## src/rtl/fp_mult_pipe.sv

```systemverilog
// ---------------------------------------------------------------------------
// fp_mult_pipe
//   Fully pipelined IEEE-754 binary floating-point multiplier with generic
//   exponent/fraction widths, valid/ready flow control, DAZ/FTZ handling,
//   special-value handling and exponent range detection. Four register stages
//   (unpack, multiply, normalise, round/output), latency 4, throughput 1.
//
//   Build option: define FPMULT_RNE_EN for round-to-nearest-even; leave it
//   undefined for round-toward-zero (overflow then saturates to max finite).
//
// Ports:
//   clk        in   rising-edge clock
//   rst        in   asynchronous active-low reset
//   in_valid   in   operand pair valid
//   in_ready   out  operands accepted this cycle
//   a, b       in   operands {sign, exponent, fraction}
//   out_valid  out  result valid
//   out_ready  in   consumer accepts result
//   result     out  product, same packing as operands
//   flags      out  {invalid, divzero, overflow, underflow, inexact}
// ---------------------------------------------------------------------------
module fp_mult_pipe #(
  parameter int EXP_W = 5,
  parameter int MAN_W = 10,
  parameter int BIAS  = 15
) (
  input  logic                 clk,
  input  logic                 rst,
  input  logic                 in_valid,
  output logic                 in_ready,
  input  logic [EXP_W+MAN_W:0] a,
  input  logic [EXP_W+MAN_W:0] b,
  output logic                 out_valid,
  input  logic                 out_ready,
  output logic [EXP_W+MAN_W:0] result,
  output logic [4:0]           flags
);

  localparam int W  = 1 + EXP_W + MAN_W;
  localparam int PW = 2 * MAN_W + 2;   // full significand product width
  localparam int EW = EXP_W + 2;       // signed working exponent width

  localparam logic [W-1:0]          QNAN     = {1'b0, {EXP_W{1'b1}}, 1'b1, {(MAN_W-1){1'b0}}};
  localparam logic [EXP_W-1:0]      EXP_ONES = '1;
  localparam logic signed [EW-1:0]  E_TOP    = EW'((1 << EXP_W) - 1);
  localparam logic signed [EW-1:0]  E_ZERO   = '0;

  // Handshake: a transfer happens on any edge where valid & ready are both
  // high. One advance enable moves the whole pipeline; it is low only when
  // the output register holds a result the consumer has not taken, so every
  // stage (bubbles included) freezes together and nothing is lost or repeated.
  logic adv;
  assign adv       = ~out_valid | out_ready;
  assign in_ready  = adv;

  // {zero, inf, nan, snan}; exponent 0 counts as zero (subnormals flushed).
  function automatic logic [3:0] classify(input logic [W-1:0] x);
    logic ones, fz;
    ones = (x[W-2:MAN_W] == EXP_ONES);
    fz   = (x[MAN_W-1:0] == '0);
    return {(x[W-2:MAN_W] == '0), ones & fz, ones & ~fz, ones & ~fz & ~x[MAN_W-1]};
  endfunction

  logic [3:0] cls_a, cls_b;
  assign cls_a = classify(a);
  assign cls_b = classify(b);

  // Stage 1: unpacked operands and combined classes
  logic             s1_v_q, s1_sgn_q, s1_zero_q, s1_inf_q, s1_nan_q, s1_snan_q;
  logic [EXP_W-1:0] s1_ea_q, s1_eb_q;
  logic [MAN_W:0]   s1_ma_q, s1_mb_q;
  // Stage 2: raw product and exponent sum
  logic             s2_v_q, s2_sgn_q, s2_zero_q, s2_inf_q, s2_nan_q, s2_snan_q;
  logic signed [EW-1:0] s2_e_q, s2_e_d;
  logic [PW-1:0]    s2_p_q, s2_p_d;
  // Stage 3: normalised fraction with guard and sticky
  logic             s3_v_q, s3_sgn_q, s3_zero_q, s3_inf_q, s3_nan_q, s3_snan_q;
  logic signed [EW-1:0] s3_e_q, s3_e_d;
  logic [MAN_W-1:0] s3_frac_q;
  logic             s3_g_q, s3_st_q;
  logic [PW-2:0]    norm;
  // Stage 4: output register
  logic             out_v_q;
  logic [W-1:0]     res_q, res_d;
  logic [4:0]       flg_q, flg_d;

  assign s2_e_d = $signed({2'b00, s1_ea_q}) + $signed({2'b00, s1_eb_q}) - $signed(EW'(BIAS));
  assign s2_p_d = PW'(s1_ma_q) * PW'(s1_mb_q);

  // Product of two [1,2) significands lies in [1,4); drop the leading one.
  assign norm   = s2_p_q[PW-1] ? s2_p_q[PW-2:0] : {s2_p_q[PW-3:0], 1'b0};
  assign s3_e_d = s2_e_q + EW'(s2_p_q[PW-1]);

  logic signed [EW-1:0] e_r;
  logic [MAN_W-1:0]     frac_r;
  logic                 ovf, unf, inx;

`ifdef FPMULT_RNE_EN
  logic           rnd_up;
  logic [MAN_W:0] frac_ext;
  assign rnd_up   = s3_g_q & (s3_st_q | s3_frac_q[0]);
  assign frac_ext = {1'b0, s3_frac_q} + (MAN_W+1)'(rnd_up);
  // Carry out of the fraction means the significand became 2.0.
  assign e_r      = frac_ext[MAN_W] ? s3_e_q + EW'(1) : s3_e_q;
  assign frac_r   = frac_ext[MAN_W] ? '0 : frac_ext[MAN_W-1:0];
`else
  assign e_r      = s3_e_q;
  assign frac_r   = s3_frac_q;
`endif

  assign ovf = (e_r >= E_TOP);
  assign unf = (e_r <= E_ZERO);
  assign inx = s3_g_q | s3_st_q;

  always_comb begin
    res_d = {s3_sgn_q, e_r[EXP_W-1:0], frac_r};
    flg_d = {4'b0000, inx};
    if (ovf) begin
`ifdef FPMULT_RNE_EN
      res_d = {s3_sgn_q, EXP_ONES, {MAN_W{1'b0}}};
`else
      res_d = {s3_sgn_q, EXP_ONES - EXP_W'(1), {MAN_W{1'b1}}};
`endif
      flg_d = 5'b00101;
    end else if (unf) begin
      res_d = {s3_sgn_q, {(W-1){1'b0}}};
      flg_d = 5'b00011;
    end
    // Special operands override the numeric path, highest priority first.
    if (s3_nan_q) begin
      res_d = QNAN;
      flg_d = {s3_snan_q, 4'b0000};
    end else if (s3_inf_q && s3_zero_q) begin
      res_d = QNAN;
      flg_d = 5'b10000;
    end else if (s3_inf_q) begin
      res_d = {s3_sgn_q, EXP_ONES, {MAN_W{1'b0}}};
      flg_d = 5'b00000;
    end else if (s3_zero_q) begin
      res_d = {s3_sgn_q, {(W-1){1'b0}}};
      flg_d = 5'b00000;
    end
  end

  always_ff @(posedge clk or negedge rst) begin
    if (!rst) begin
      s1_v_q <= 1'b0; s1_sgn_q <= 1'b0; s1_zero_q <= 1'b0; s1_inf_q <= 1'b0;
      s1_nan_q <= 1'b0; s1_snan_q <= 1'b0; s1_ea_q <= '0; s1_eb_q <= '0;
      s1_ma_q <= '0; s1_mb_q <= '0;
      s2_v_q <= 1'b0; s2_sgn_q <= 1'b0; s2_zero_q <= 1'b0; s2_inf_q <= 1'b0;
      s2_nan_q <= 1'b0; s2_snan_q <= 1'b0; s2_e_q <= '0; s2_p_q <= '0;
      s3_v_q <= 1'b0; s3_sgn_q <= 1'b0; s3_zero_q <= 1'b0; s3_inf_q <= 1'b0;
      s3_nan_q <= 1'b0; s3_snan_q <= 1'b0; s3_e_q <= '0; s3_frac_q <= '0;
      s3_g_q <= 1'b0; s3_st_q <= 1'b0;
      out_v_q <= 1'b0; res_q <= '0; flg_q <= '0;
    end else if (adv) begin
      s1_v_q    <= in_valid;
      s1_sgn_q  <= a[W-1] ^ b[W-1];
      s1_zero_q <= cls_a[3] | cls_b[3];
      s1_inf_q  <= cls_a[2] | cls_b[2];
      s1_nan_q  <= cls_a[1] | cls_b[1];
      s1_snan_q <= cls_a[0] | cls_b[0];
      s1_ea_q   <= a[W-2:MAN_W];
      s1_eb_q   <= b[W-2:MAN_W];
      s1_ma_q   <= {1'b1, a[MAN_W-1:0]};
      s1_mb_q   <= {1'b1, b[MAN_W-1:0]};

      s2_v_q    <= s1_v_q;
      s2_sgn_q  <= s1_sgn_q;
      s2_zero_q <= s1_zero_q;
      s2_inf_q  <= s1_inf_q;
      s2_nan_q  <= s1_nan_q;
      s2_snan_q <= s1_snan_q;
      s2_e_q    <= s2_e_d;
      s2_p_q    <= s2_p_d;

      s3_v_q    <= s2_v_q;
      s3_sgn_q  <= s2_sgn_q;
      s3_zero_q <= s2_zero_q;
      s3_inf_q  <= s2_inf_q;
      s3_nan_q  <= s2_nan_q;
      s3_snan_q <= s2_snan_q;
      s3_e_q    <= s3_e_d;
      s3_frac_q <= norm[PW-2 -: MAN_W];
      s3_g_q    <= norm[PW-2-MAN_W];
      s3_st_q   <= |norm[PW-3-MAN_W:0];

      out_v_q   <= s3_v_q;
      res_q     <= res_d;
      flg_q     <= flg_d;
    end
  end

  assign out_valid = out_v_q;
  assign result    = res_q;
  assign flags     = flg_q;

endmodule

```

## config.mk

```make
export PLATFORM = sky130hd
export DESIGN_NAME = fp_mult_pipe
export DESIGN_NICKNAME = d
export VERILOG_FILES = /design/src/rtl/fp_mult_pipe.sv
export SDC_FILE = /design/constraint.sdc
export NUM_CORES = 1
export LEC_CHECK = 0
export BUFFER_PORTS_ARGS = -buffer_cell sky130_fd_sc_hd__buf_2
export CAP_MARGIN = 20
export CORE_ASPECT_RATIO = 1.5
export CORE_MARGIN = 2
export CORE_UTILIZATION = 45
export DETAILED_ROUTE_END_ITERATION = 8
export HOLD_SLACK_MARGIN = 0.03
export PLACE_DENSITY = 0.71
export SLEW_MARGIN = 20
export SYNTH_ARGS = -nofsm -noshare
export SYNTH_HDL_FRONTEND = slang
export SYNTH_SLANG_ARGS = --single-unit
```

## constraint.sdc

```tcl
create_clock -name clk -period 12.45 [get_ports clk]
set_clock_uncertainty 0.1 [all_clocks]
set_input_delay 1.245 -clock clk [delete_from_list [all_inputs] [get_ports clk]]
set_output_delay 1.245 -clock clk [all_outputs]
set_load 0.1 [all_outputs]
```

# After elaboration in Yosys (flattened, before gate mapping)
# Index checks and enable logic that the tools add are counted.
[totals] elab_cells=76 ff_bits=120
[classes] n_reduce_logical=6 eq_ne=2 n_mux=13 bitwise=18 multipliers=1 order_cmp=2 add_sub_neg=3
[ops] op="$mux 15" count=4
[ops] op="$mux 16" count=2
[ops] op="$mul 11x11->22" count=1
[ops] op="$mux 21" count=1
[ops] op="$logic_not 10->1" count=2
[ops] op="$mux 5" count=4
[ops] op="$eq 5x5->1 const B" count=2
[ops] op="$logic_not 5->1" count=2
[ops] op="$reduce_or 10->1" count=1
[ops] op="$add 7x1->7" count=1
[ops] op="$ge 7x6->1 const B" count=1
[ops] op="$le 7x1->1 const B" count=1
[ops] op="$sub 6x4->7 const B" count=1
[ops] op="$add 5x5->6" count=1
[ops] op="$and 1x1->1" count=6
[ops] op="$or 1x1->1" count=6
[ops] op="$not 1->1" count=5
[ops] op="$mux 3" count=1
[ops] op="$mux 2" count=1
[ops] op="$logic_and 1x1->1" count=1
[ops] op="$xor 1x1->1" count=1

# Depth between registers and ports, before layout
[depth] word_depth=7 mapped_depth=20 mapped_depth_nobuf=18

# Worst setup path before layout
# Ideal clock, no wire load.
[synth_path] path_kind="flip-flop to flip-flop" start="register s1_ma_q[10]" end="register s2_p_q[21]" setup_time_ns=0.067 path_slack_ns=7.316 stages_incl_launch_ff=18 n_path_buf=1 synth_period_minus_slack_ns=5.134 t_arrival_ns=4.967 cell_sequence="dfrtp_1 -> clkbuf_1 -> nand2_1 -> fa_1 -> inv_1 -> fa_1 -> fa_1 -> fa_1 -> inv_1 -> fa_1 -> inv_1 -> ha_1 -> a211oi_2 -> nor2_1 -> o41a_1 -> a22o_4 -> a2111oi_4 -> a311o_1"
[synth_via] elab_chain_len=1
[synth_rtl] item="from (decl)" line="71" source="logic [MAN_W:0] s1_ma_q, s1_mb_q;"
[synth_rtl] item="from (signal assigned)" line="165" source="s1_ma_q <= {1'b1, a[MAN_W-1:0]};"
[synth_rtl] item="$mul 11x11->22" line="88" source="assign s2_p_d = PW'(s1_ma_q) * PW'(s1_mb_q);"
[synth_rtl] item="to (signal assigned)" line="175" source="s2_p_q <= s2_p_d;"
[synth_rtl] item="to (decl)" line="75" source="logic [PW-1:0] s2_p_q, s2_p_d;"
# No other way between the ends.
# A chain may end at the register's enable or synchronous reset.

# Final worst setup path
# Same ends and word-level chain as after synthesis.

==> key figures <==
Logic synthesis
  – Post-synth cell types: 56
  – Most frequent cells after synthesis: nand2_1 (258), dfrtp_1 (118), inv_1 (118)
  – Top-count cell post-synth: nand2_1
  – Yosys warns: 0
  – #FFs+latches synth: roughly 120
  – Avg Inst Size Synth: 9.001 um2
  – Synth top area cells: dfrtp_1 (32%), fa_1 (18%), nand2_1 (11%), ha_1 (9.8%), inv_1 (4.9%)
  – Fraction of the yosys area taken by sequential cells: approximately 32%
  – Cell accounting for the most synthesized area: dfrtp_1
  – Post-synthesis net count: about 1200
  – Post-synth ARST share: between 90% and 100%
  – Share of the synthesized area in the top cell type: 32.48%
  – Post-synth EDFFs: 0
  – Top_reg_cell synth: dfrtp_1
  – Synthesized cell area: between 9000 and 10000 um2
  – Syn Inst Count: between 1000 and 1500

Drt
  – DRT iter0 DRCs: around 280
  – Pre-antenna DRT Iters: 5
  – Mean routed wirelength per cell: approximately 15 um
  – Via/cell ratio: between 5 and 6
  – Post-DRT Antenna Nets: 0
  – Drt drc: 0
  – Via count: between 6000 and 7000
  – Routed WL: roughly 20000 um

Global route
  – Total GRT Usage: between 15 and 20%
  – Initial antenna violation count: 0
  – Vias in the first global route: around 7000
  – Global-route wire length before repair: between 30000 and 40000 um
  – Total grt overflow: 0
  – Pin count of the biggest net entering global routing: between 80 and 90

Place
  – Detailed Place HPWL: about 15000 um
  – Final RePlAce weighted congestion: 0.9052
  – # port buffers: between 50 and 60

Timing
  – Rel. slew slack: 46.09%
  – Post-route setup TNS: 0 ns
  – Tcrit/Tclk final: 44.15%
  – Worst slew pin tran: 0.8086 ns
  – RSZ-0062 raised after global routing: false
  – Hold WS: 0.3606 ns
  – Final Max Tran Viols: 0
  – Min cycle time layout: roughly 5.5 ns
  – Setup violators final: 0
  – Final Hold Fails: 0
  – Peak Freq: 181.9 MHz

Flow run
  – Max cap viols: 0

Critical path
  – Worst-path fanout max: 22
  – WP data arrival: ~5.8 ns
  – CP Class: register to register
  – CP Data Required Time: between 10 and 15 ns
  – Crit end category: register
  – Setup crit start kind: register

Clock network
  – Post-CTS setup buffer count: 0
  – Post-CTS Resized: 0
  – Worst skew pair latency: 0.42 ns
  – Clock sink count: 118
  – Root Buffer: clkbuf_16
  – CTS Hold Bufs: 0
  – Clock transition at the registers of the reported paths: roughly 0.06 ns
  – Num CTS Buffers: 17
  – CTS tree: built
  – Worst-case clock buffer depth: 2
  – Htree depth: 4

Die
  – # IOs: 59
  – Die width: roughly 120 um
  – Initial Util: between 40% and 50%
  – Std cell rows: 63
  – Die area: 21380 um2
  – Core area: between 15000 and 20000 um2
  – Die height: between 150 and 200 um

Final layout
  – Share of cells above drive strength 1: between 9 and 10%
  – Total Nets Final: around 1200
  – Antenna diodes: 0
  – Area grow syn2layout: 11.44%
  – Fin util: between 50% and 60%

Worst hold path
  – Hold Crit Class: register to register

Outcome
  – Status: finished, final reports clean
[cells in the final DEF (no fill, tap or decap), types with 4 or more instances in the layout]
cell / n
o21ai_0: 41
nand2_1: 258
clkinvlp_4: 5
and2_1: 61
buf_2: 56
xnor2_1: 12
a31oi_1: 4
a311oi_1: 4
a22oi_1: 9
nand3_1: 15
buf_4: 5
o221ai_1: 4
xor2_1: 12
nor2_1: 31
a21o_1: 5
o31ai_1: 5
nor4_1: 7
inv_1: 118
o21a_1: 5
ha_1: 71
clkbuf_16: 17
mux2i_1: 12
dfrtp_1: 118
and3_1: 5
a21oi_1: 35
fa_1: 81
nand2b_1: 7
[worst paths after layout]
kind                             start          to  slack [ns]  depth (start not counted)
min reg2reg                     s3_v_q      s3_v_q        0.36                          2
min                             s3_v_q      s3_v_q        0.36                          2
max in group asynchronous          rst  s1_ea_q[0]       10.20                          2
max                        s1_ma_q[10]  s2_p_q[21]        6.95                         16
max reg2reg                s1_ma_q[10]  s2_p_q[21]        6.95                         16
min in group asynchronous          rst    flags[4]        0.77                          1
[critical path: stages, from the launching register on]
cell and delay, ns:
dfrtp_1 0.76, nand2_1 0.17, fa_1 0.56, inv_1 0.05
fa_1 0.48, fa_1 0.50, fa_1 0.50, inv_1 0.05
fa_1 0.48, inv_1 0.04, ha_1 0.33, a211oi_2 0.23
nor2_1 0.09, o41a_1 0.34, a22o_4 0.26, a2111oi_4 0.33
a311o_1 0.16
[per-layer routing]
metal / share of wire (%) / track usage (%) / up-vias
met3: 4.1 / 3.804 / 50
li1: - / - / 3279
met2: 53 / 35.46 / 144
met1: 39 / 23.02 / 3423
met5: 0 / 0 / -
met4: 3.5 / 9.265 / 0
[through the flow]
stage	instance area [um2]	worst slack, ns	instances
5_1_grt	10130	6.682	1311
4_1_cts	10130	6.955	1311
2_1_floorplan	9091	7.316	1010
6_report	10130	6.953	1311
3_3_place_gp	9542	7.066	1279
3_5_place_dp	9542	6.986	1279
[final cells by class]
cell class	count	area, um2
fillers	1842	9654
clock inverters	13	146.4
flip-flops and latches	118	2953
multi-input cells	721	5499
inverters	119	446.7
well taps	260	325.3
clock buffers	19	442.9
repair buffers	61	317.8
[cell families (layout without fill, tap and decap cells)]
| family | Yosys count | in the layout | synth area share [%] |
|---|---|---|---|
| compound gates | 127 | 127 | 9.028 |
| xor+xnor | 24 | 24 | 2.312 |
| fa+ha+maj | 152 | 152 | 27.61 |
| buf+inv | 171 | 212 | 7.115 |
| flops | 118 | 118 | 32.48 |
| mux | 13 | 13 | 1.445 |
| other cells | 1 | 1 | 0.04125 |
| simple gates | 404 | 404 | 19.97 |
[state kept, by name (all words and copies together) (netlist names), 4 cells and up]
name	count
s1_ea_q	5
frac_r	10
s1_mb_q	10
result	16
s2_p_q	22
s1_ma_q	11
s2_e_q	7
e_r	7
s1_eb_q	5
flags	4
Power is left out: the tool's default activity adds up to more than one toggle a clock period on the data nets, which glitch-free logic cannot reach.
